File: config.mk
export PLATFORM = sky130hd
export DESIGN_NAME = apb_master_ctrl
export DESIGN_NICKNAME = d
export VERILOG_FILES = /design/src/rtl/apb_master_pkg.sv /design/src/rtl/apb_timeout_cnt.sv /design/src/rtl/apb_master_ctrl.sv
export SDC_FILE = /design/constraint.sdc
export NUM_CORES = 1
export LEC_CHECK = 0
export CORE_MARGIN = 2
export CORE_UTILIZATION = 40
export DETAILED_ROUTE_END_ITERATION = 6
export HOLD_SLACK_MARGIN = 0.15
export PLACE_DENSITY = 0.88
export SLEW_MARGIN = 20
export SYNTH_ARGS = -nofsm -noshare
export SYNTH_HDL_FRONTEND = slang
export SYNTH_SLANG_ARGS = --single-unit
File: constraint.sdc
create_clock -name pclock -period 1.9 [get_ports pclock]
set_clock_uncertainty 0.1 [all_clocks]
set_input_delay 0.475 -clock pclock [delete_from_list [all_inputs] [get_ports pclock]]
set_output_delay 0.475 -clock pclock [all_outputs]
set_load 0.02 [all_outputs]
File: src/rtl/apb_master_pkg.sv
// Shared types and defaults for the APB master controller.
// Holds the transfer FSM encoding, the one-hot select width and the default parameter values.
package apb_master_pkg;

  localparam int PSEL_WIDTH          = 16;
  localparam int DEF_PADDR_WIDTH     = 32;
  localparam int DEF_PWDATA_WIDTH    = 32;
  localparam int DEF_PRDATA_WIDTH    = 32;
  localparam int DEF_PSEL_LSB        = 12;
  localparam int DEF_TIMEOUT_CYCLES  = 255;

  typedef enum logic [1:0] {
    IDLE   = 2'd0,
    SETUP  = 2'd1,
    ACCESS = 2'd2
  } apb_state_e;

  function automatic logic [PSEL_WIDTH-1:0] decode_psel(input logic [3:0] idx);
    return PSEL_WIDTH'(1) << idx;
  endfunction

endpackage

File: src/rtl/apb_timeout_cnt.sv
// ACCESS-phase wait counter: counts stalled cycles and flags when the configured limit is reached.
// A limit of zero never expires.
module apb_timeout_cnt #(
  parameter int WIDTH = 8
) (
  input  logic             pclock,
  input  logic             preset,
  input  logic             clear,
  input  logic             enable,
  input  logic [WIDTH-1:0] limit,
  output logic             expired
);

  logic [WIDTH-1:0] count;

  // Saturating so a disabled timeout can stall indefinitely without wrapping.
  always_ff @(posedge pclock) begin
    if (preset || clear) begin
      count <= '0;
    end else if (enable && (count != '1)) begin
      count <= count + 1'b1;
    end
  end

  assign expired = (limit != '0) && (count == limit);

endmodule

File: src/rtl/apb_master_ctrl.sv
// Single-outstanding APB master: turns a valid/ready command into a SETUP/ACCESS transfer
// and returns a one-cycle response, aborting stalled transfers after a configurable wait.
module apb_master_ctrl
  import apb_master_pkg::*;
#(
  parameter int PADDR_WIDTH    = DEF_PADDR_WIDTH,
  parameter int PWDATA_WIDTH   = DEF_PWDATA_WIDTH,
  parameter int PRDATA_WIDTH   = DEF_PRDATA_WIDTH,
  parameter int PSEL_LSB       = DEF_PSEL_LSB,
  parameter int TIMEOUT_CYCLES = DEF_TIMEOUT_CYCLES
) (
  input  logic                    pclock,
  input  logic                    preset,
  input  logic                    cmd_valid,
  output logic                    cmd_ready,
  input  logic                    cmd_write,
  input  logic [PADDR_WIDTH-1:0]  cmd_addr,
  input  logic [PWDATA_WIDTH-1:0] cmd_wdata,
  output logic                    rsp_valid,
  output logic [PRDATA_WIDTH-1:0] rsp_rdata,
  output logic                    rsp_err,
  output logic                    rsp_timeout,
  output logic [PADDR_WIDTH-1:0]  paddr,
  output logic                    prwd,
  output logic [PWDATA_WIDTH-1:0] pwdata,
  output logic [PSEL_WIDTH-1:0]   psel,
  output logic                    penable,
  input  logic                    pready,
  input  logic [PRDATA_WIDTH-1:0] prdata,
  input  logic                    pslverr
);

  localparam int CNT_WIDTH = (TIMEOUT_CYCLES > 0) ? $clog2(TIMEOUT_CYCLES + 1) : 1;
  localparam logic [CNT_WIDTH-1:0] LIMIT = CNT_WIDTH'(TIMEOUT_CYCLES);

  apb_state_e state, state_next;
  logic       accept;
  logic       complete;
  logic       timed_out;
  logic       expired;

  assign cmd_ready = (state == IDLE) && !preset;
  assign accept    = cmd_valid && cmd_ready;
  assign penable   = (state == ACCESS);
  // A ready slave on the limit cycle still counts as a normal completion.
  assign complete  = (state == ACCESS) && pready;
  assign timed_out = (state == ACCESS) && !pready && expired;

  apb_timeout_cnt #(
    .WIDTH (CNT_WIDTH)
  ) u_timeout_cnt (
    .pclock  (pclock),
    .preset  (preset),
    .clear   (state == SETUP),
    .enable  ((state == ACCESS) && !pready),
    .limit   (LIMIT),
    .expired (expired)
  );

  always_ff @(posedge pclock) begin
    if (preset) begin
      state <= IDLE;
    end else begin
      state <= state_next;
    end
  end

  always_comb begin
    state_next = state;
    case (state)
      IDLE:    if (accept) state_next = SETUP;
      SETUP:   state_next = ACCESS;
      ACCESS:  if (complete || timed_out) state_next = IDLE;
      default: state_next = IDLE;
    endcase
  end

  // Address phase registers only load on acceptance so they hold through ACCESS and IDLE.
  always_ff @(posedge pclock) begin
    if (preset) begin
      paddr  <= '0;
      prwd   <= 1'b0;
      pwdata <= '0;
      psel   <= '0;
    end else begin
      if (accept) begin
        paddr <= cmd_addr;
        prwd  <= cmd_write;
        psel  <= decode_psel(cmd_addr[PSEL_LSB +: 4]);
        if (cmd_write) begin
          pwdata <= cmd_wdata;
        end
      end else if (complete || timed_out) begin
        psel <= '0;
      end
    end
  end

  always_ff @(posedge pclock) begin
    if (preset) begin
      rsp_valid   <= 1'b0;
      rsp_rdata   <= '0;
      rsp_err     <= 1'b0;
      rsp_timeout <= 1'b0;
    end else begin
      rsp_valid <= complete || timed_out;
      if (complete) begin
        rsp_rdata   <= prwd ? '0 : prdata;
        rsp_err     <= pslverr;
        rsp_timeout <= 1'b0;
      end else if (timed_out) begin
        rsp_rdata   <= '0;
        rsp_err     <= 1'b1;
        rsp_timeout <= 1'b1;
      end
    end
  end

endmodule

==> run_summary.xml <==
<?xml version="1.0" encoding="UTF-8"?>
<metrics>
  <group name="detailed_routing">
    <metric name="drt_pass1_iterations" unit="">4</metric>
    <metric name="postRouteWirelength" unit="um">12700</metric>
    <metric name="drc" unit="">0</metric>
    <metric name="violation_count_after_the_first_detailed_route_iteration" unit="">260</metric>
    <metric name="vias_after_detailed_routing" unit="">4186</metric>
    <metric name="number_of_vias_per_cell_after_detailed_routing" unit="">4.92</metric>
    <metric name="ant_nets" unit="">0</metric>
    <metric name="avgRoutedWirePerCell" unit="um">14.9</metric>
  </group>
  <group name="pwr">
    <metric name="power-per-cell-area" unit="nW/um^2">913</metric>
    <metric name="cellLeakagePower" unit="nW">3.28</metric>
    <metric name="peakVddDrop" unit="mV">0.516</metric>
  </group>
  <group name="logic_synthesis">
    <metric name="synth.net_count" unit="">573</metric>
    <metric name="dominantRegCellSynth" unit="">dfxtp_1</metric>
    <metric name="synth_cell_type_count" unit="">41</metric>
    <metric name="synth.top_cell.area_share" unit="%">56.8</metric>
    <metric name="syn_area_per_cell" unit="um^2">9.45</metric>
    <metric name="synth.top_cells.by_count" unit="">dfxtp_1, nand2_1, a21oi_1</metric>
    <metric name="synth_sequential_area_ratio" unit="%">56.8</metric>
    <metric name="netlist_area" unit="um^2">4440</metric>
    <metric name="yosysWarningCount" unit="">0</metric>
    <metric name="yosys_register_bits" unit="">126</metric>
    <metric name="synth_top_cells_by_area" unit="">dfxtp_1, nand2_1, a22o_1</metric>
    <metric name="synth-edff-count" unit="">0</metric>
    <metric name="synthesis.instances" unit="">470</metric>
    <metric name="synth_async_sr_flop_share" unit="%">0</metric>
    <metric name="synth_largest_area_cell" unit="">dfxtp_1</metric>
    <metric name="leading_cell_type_by_number_of_instances_after_synthesis" unit="">dfxtp_1</metric>
  </group>
  <group name="critical_path">
    <metric name="startpoint_type" unit="">flop</metric>
    <metric name="r2r-end" unit="">rsp_rdata[0]</metric>
    <metric name="cp.buffers_inverters" unit="">1</metric>
    <metric name="ff2ff_setup_slack" unit="ns">0.12</metric>
    <metric name="cp_cell_sequence" unit="">dlygate4sd2_1</metric>
    <metric name="critical_path_cell_count" unit="">1</metric>
    <metric name="worst_setup_path_startpoint" unit="">prwd</metric>
    <metric name="cpPeakStageDelay" unit="ns">0.39</metric>
    <metric name="crit_required" unit="ns">1.32</metric>
    <metric name="critPathKind" unit="">reg2out</metric>
    <metric name="timing.critical_path.slowest_stage_cell" unit="">dfxtp_1</metric>
    <metric name="timing.critical_path.to_type" unit="">output port</metric>
    <metric name="depth_of_the_most_critical_reg_to_reg_path" unit="">7</metric>
    <metric name="worst-endpoint-arrival" unit="ns">1.26</metric>
    <metric name="critical_path.reg2reg.startpoint" unit="">u_timeout_cnt.count[1]</metric>
    <metric name="critical-path-top-delay-family" unit="">flip-flops</metric>
    <metric name="critPathCapture" unit="">prwd</metric>
    <metric name="cp_max_fo" unit="">3</metric>
  </group>
  <group name="clock_network">
    <metric name="numCtsBuffers" unit="">17</metric>
    <metric name="clock_sink_count" unit="">126</metric>
    <metric name="cts_tree" unit="">yes</metric>
    <metric name="cts-htree-levels" unit="">4</metric>
    <metric name="root_buffer" unit="">clkbuf_8</metric>
    <metric name="clk_transition_reported_paths" unit="ns">0.06</metric>
    <metric name="clock_tree.buffer_depth" unit="">2</metric>
    <metric name="cts_hold_buf" unit="">0</metric>
    <metric name="clk_latency" unit="ns">0.50</metric>
  </group>
  <group name="floorplanning">
    <metric name="die-width" unit="um">109</metric>
    <metric name="design.core.area" unit="um^2">10800</metric>
    <metric name="die-height" unit="um">109</metric>
    <metric name="floorplan.io_pins" unit="">220</metric>
    <metric name="num_rows" unit="">38</metric>
    <metric name="die_area" unit="um^2">12000</metric>
    <metric name="start_util" unit="%">41.0</metric>
  </group>
  <group name="timing">
    <metric name="setup_repair_after_global_routing_missed_its_margin" unit="">no</metric>
    <metric name="slew-limit-headroom" unit="%">55.0</metric>
    <metric name="finalHoldViolCount" unit="">0</metric>
    <metric name="finalMaxSlewViolations" unit="">0</metric>
    <metric name="hold-worst-slack" unit="ns">0.334</metric>
    <metric name="final.period_utilization" unit="%">96.6</metric>
    <metric name="finalWorstPathRequiredPeriod" unit="ns">1.84</metric>
    <metric name="fmax" unit="MHz">545</metric>
    <metric name="worst_pin_slew" unit="ns">0.675</metric>
    <metric name="final-setup-viol-count" unit="">0</metric>
  </group>
  <group name="layout">
    <metric name="finalInstanceArea" unit="um^2">7340</metric>
    <metric name="post_route_cells_drive_above_1_share" unit="%">9.58</metric>
    <metric name="finish.net_count" unit="">803</metric>
    <metric name="syn2layout_area_growth" unit="%">65.3</metric>
    <metric name="finalNonFillerCells" unit="">850</metric>
    <metric name="fillerInstances" unit="">887</metric>
    <metric name="register_area" unit="um^2">2520</metric>
    <metric name="multi_input_comb_area" unit="um^2">1740</metric>
    <metric name="diodes" unit="">0</metric>
  </group>
  <group name="global_routing">
    <metric name="first_global_vias" unit="">4158</metric>
    <metric name="grt_start_max_net_pins" unit="">74</metric>
    <metric name="globalRoute.totalOverflow" unit="">0</metric>
    <metric name="grt_first_pass_wirelength" unit="um">19800</metric>
    <metric name="gr-usage-all-layers" unit="%">21.2</metric>
    <metric name="antenna_violations_before_repair" unit="">0</metric>
  </group>
  <group name="place">
    <metric name="place.port_buffers" unit="">219</metric>
    <metric name="detailedPlacementHpwl" unit="um">9380</metric>
    <metric name="gp_congestion" unit="">0.863</metric>
    <metric name="dp.cells" unit="">820</metric>
    <metric name="placed_area" unit="um^2">6910</metric>
  </group>
  <group name="job">
    <metric name="max_cap_viol_count" unit="">0</metric>
  </group>
  <group name="run_status">
    <metric name="outcome" unit="">finished, final reports clean</metric>
  </group>
  <group name="hold_path">
    <metric name="hp-class" unit="">in2reg</metric>
  </group>
</metrics>
## area by class of cell
cell class                 count  area share [%]
sequential                   126            34.4
timing repair buffer         245            31.4
multi-input combinational    305            23.7
clock buffer                  22            6.31
tap                          140            2.39
clock inverter                 7            1.53
inverter                       5           0.256
## layout by cell type (no fill, tap or decap), drive strengths merged, types with 22 or more instances in the layout
cell	netlist	final
a21oi	40	40
clkbuf	13	22
buf	21	29
nand2b	31	31
clkdlybuf4s50	0	100
dlygate4sd2	0	116
dfxtp	126	126
o21ai	32	32
a22o	32	32
nand2	106	106
## logic make-up (layout without fill, tap and decap cells)
logic type	count (synthesis)	in the layout	share of synthesized area [%]
mux	1	1	0.225
fa+ha+maj	1	1	0.282
buf+inv	39	279	4.25
compound gates	126	126	19.0
simple gates	173	173	18.7
xor+xnor	4	4	0.789
flops	126	126	56.8
## what timing repair did
action,in CTS,in global routing
gates resized for setup,126,1
pin swaps,0,1
buffers inserted,0,1
setup endpoints to repair,118,33
## state kept, by name, summed over array words and instances, names as in the netlist
signal	count
paddr	32
prwd	1
psel	16
pwdata	32
rsp_err	1
rsp_rdata	32
rsp_timeout	1
rsp_valid	1
state	2
u_timeout_cnt.count	8
## routing by layer
metal / vias to the layer above / track usage (%) / part of all wire [%]
li1: 2064 / - / -
met1: 1944 / 24.0 / 40
met2: 159 / 37.2 / 51
met3: 19 / 6.16 / 7.5
met4: 0 / 8.86 / 2.2
met5: - / 0 / 0
## stage by stage
step | total power [mW] | setup WS (ns) | setup TNS [ns] | util (%)
final | 6.70 | 0.0638 | 0 | 67.7
after global routing | 6.96 | 0.00103 | 0 | 67.7
after CTS | 6.76 | 0.0164 | 0 | 67.6
after detailed placement | 3.69 | -0.268 | -7.19 | 63.7
after global placement | 3.67 | -0.231 | -5.26 | 63.7
after floorplan | 3.18 | 0.0997 | 0 | -
## worst min-delay path by stage
stage,start,end,slack (ns),depth (start not counted)
after detailed placement,psel[4],psel[4],0.34,1
after floorplan,u_timeout_cnt.count[3],u_timeout_cnt.count[3],0.35,1
final,preset,state[0],0.33,5
after CTS,preset,state[0],0.33,5
after global routing,preset,state[0],0.35,5
after global placement,psel[8],psel[8],0.34,1
## power breakdown
part | internal, mW | switching (mW) | leakage (nW)
Clock | 2.07 | 1.06 | 0.283
Combinational | 0.394 | 0.372 | 1.97
Sequential | 2.75 | 0.0523 | 1.02
## worst min-delay path, delay by kind of cell
kind / cells / cell delay (ns)
buf+inv: 3 / 0.29
simple gates: 2 / 0.11
(Power assumes the default switching activity.)
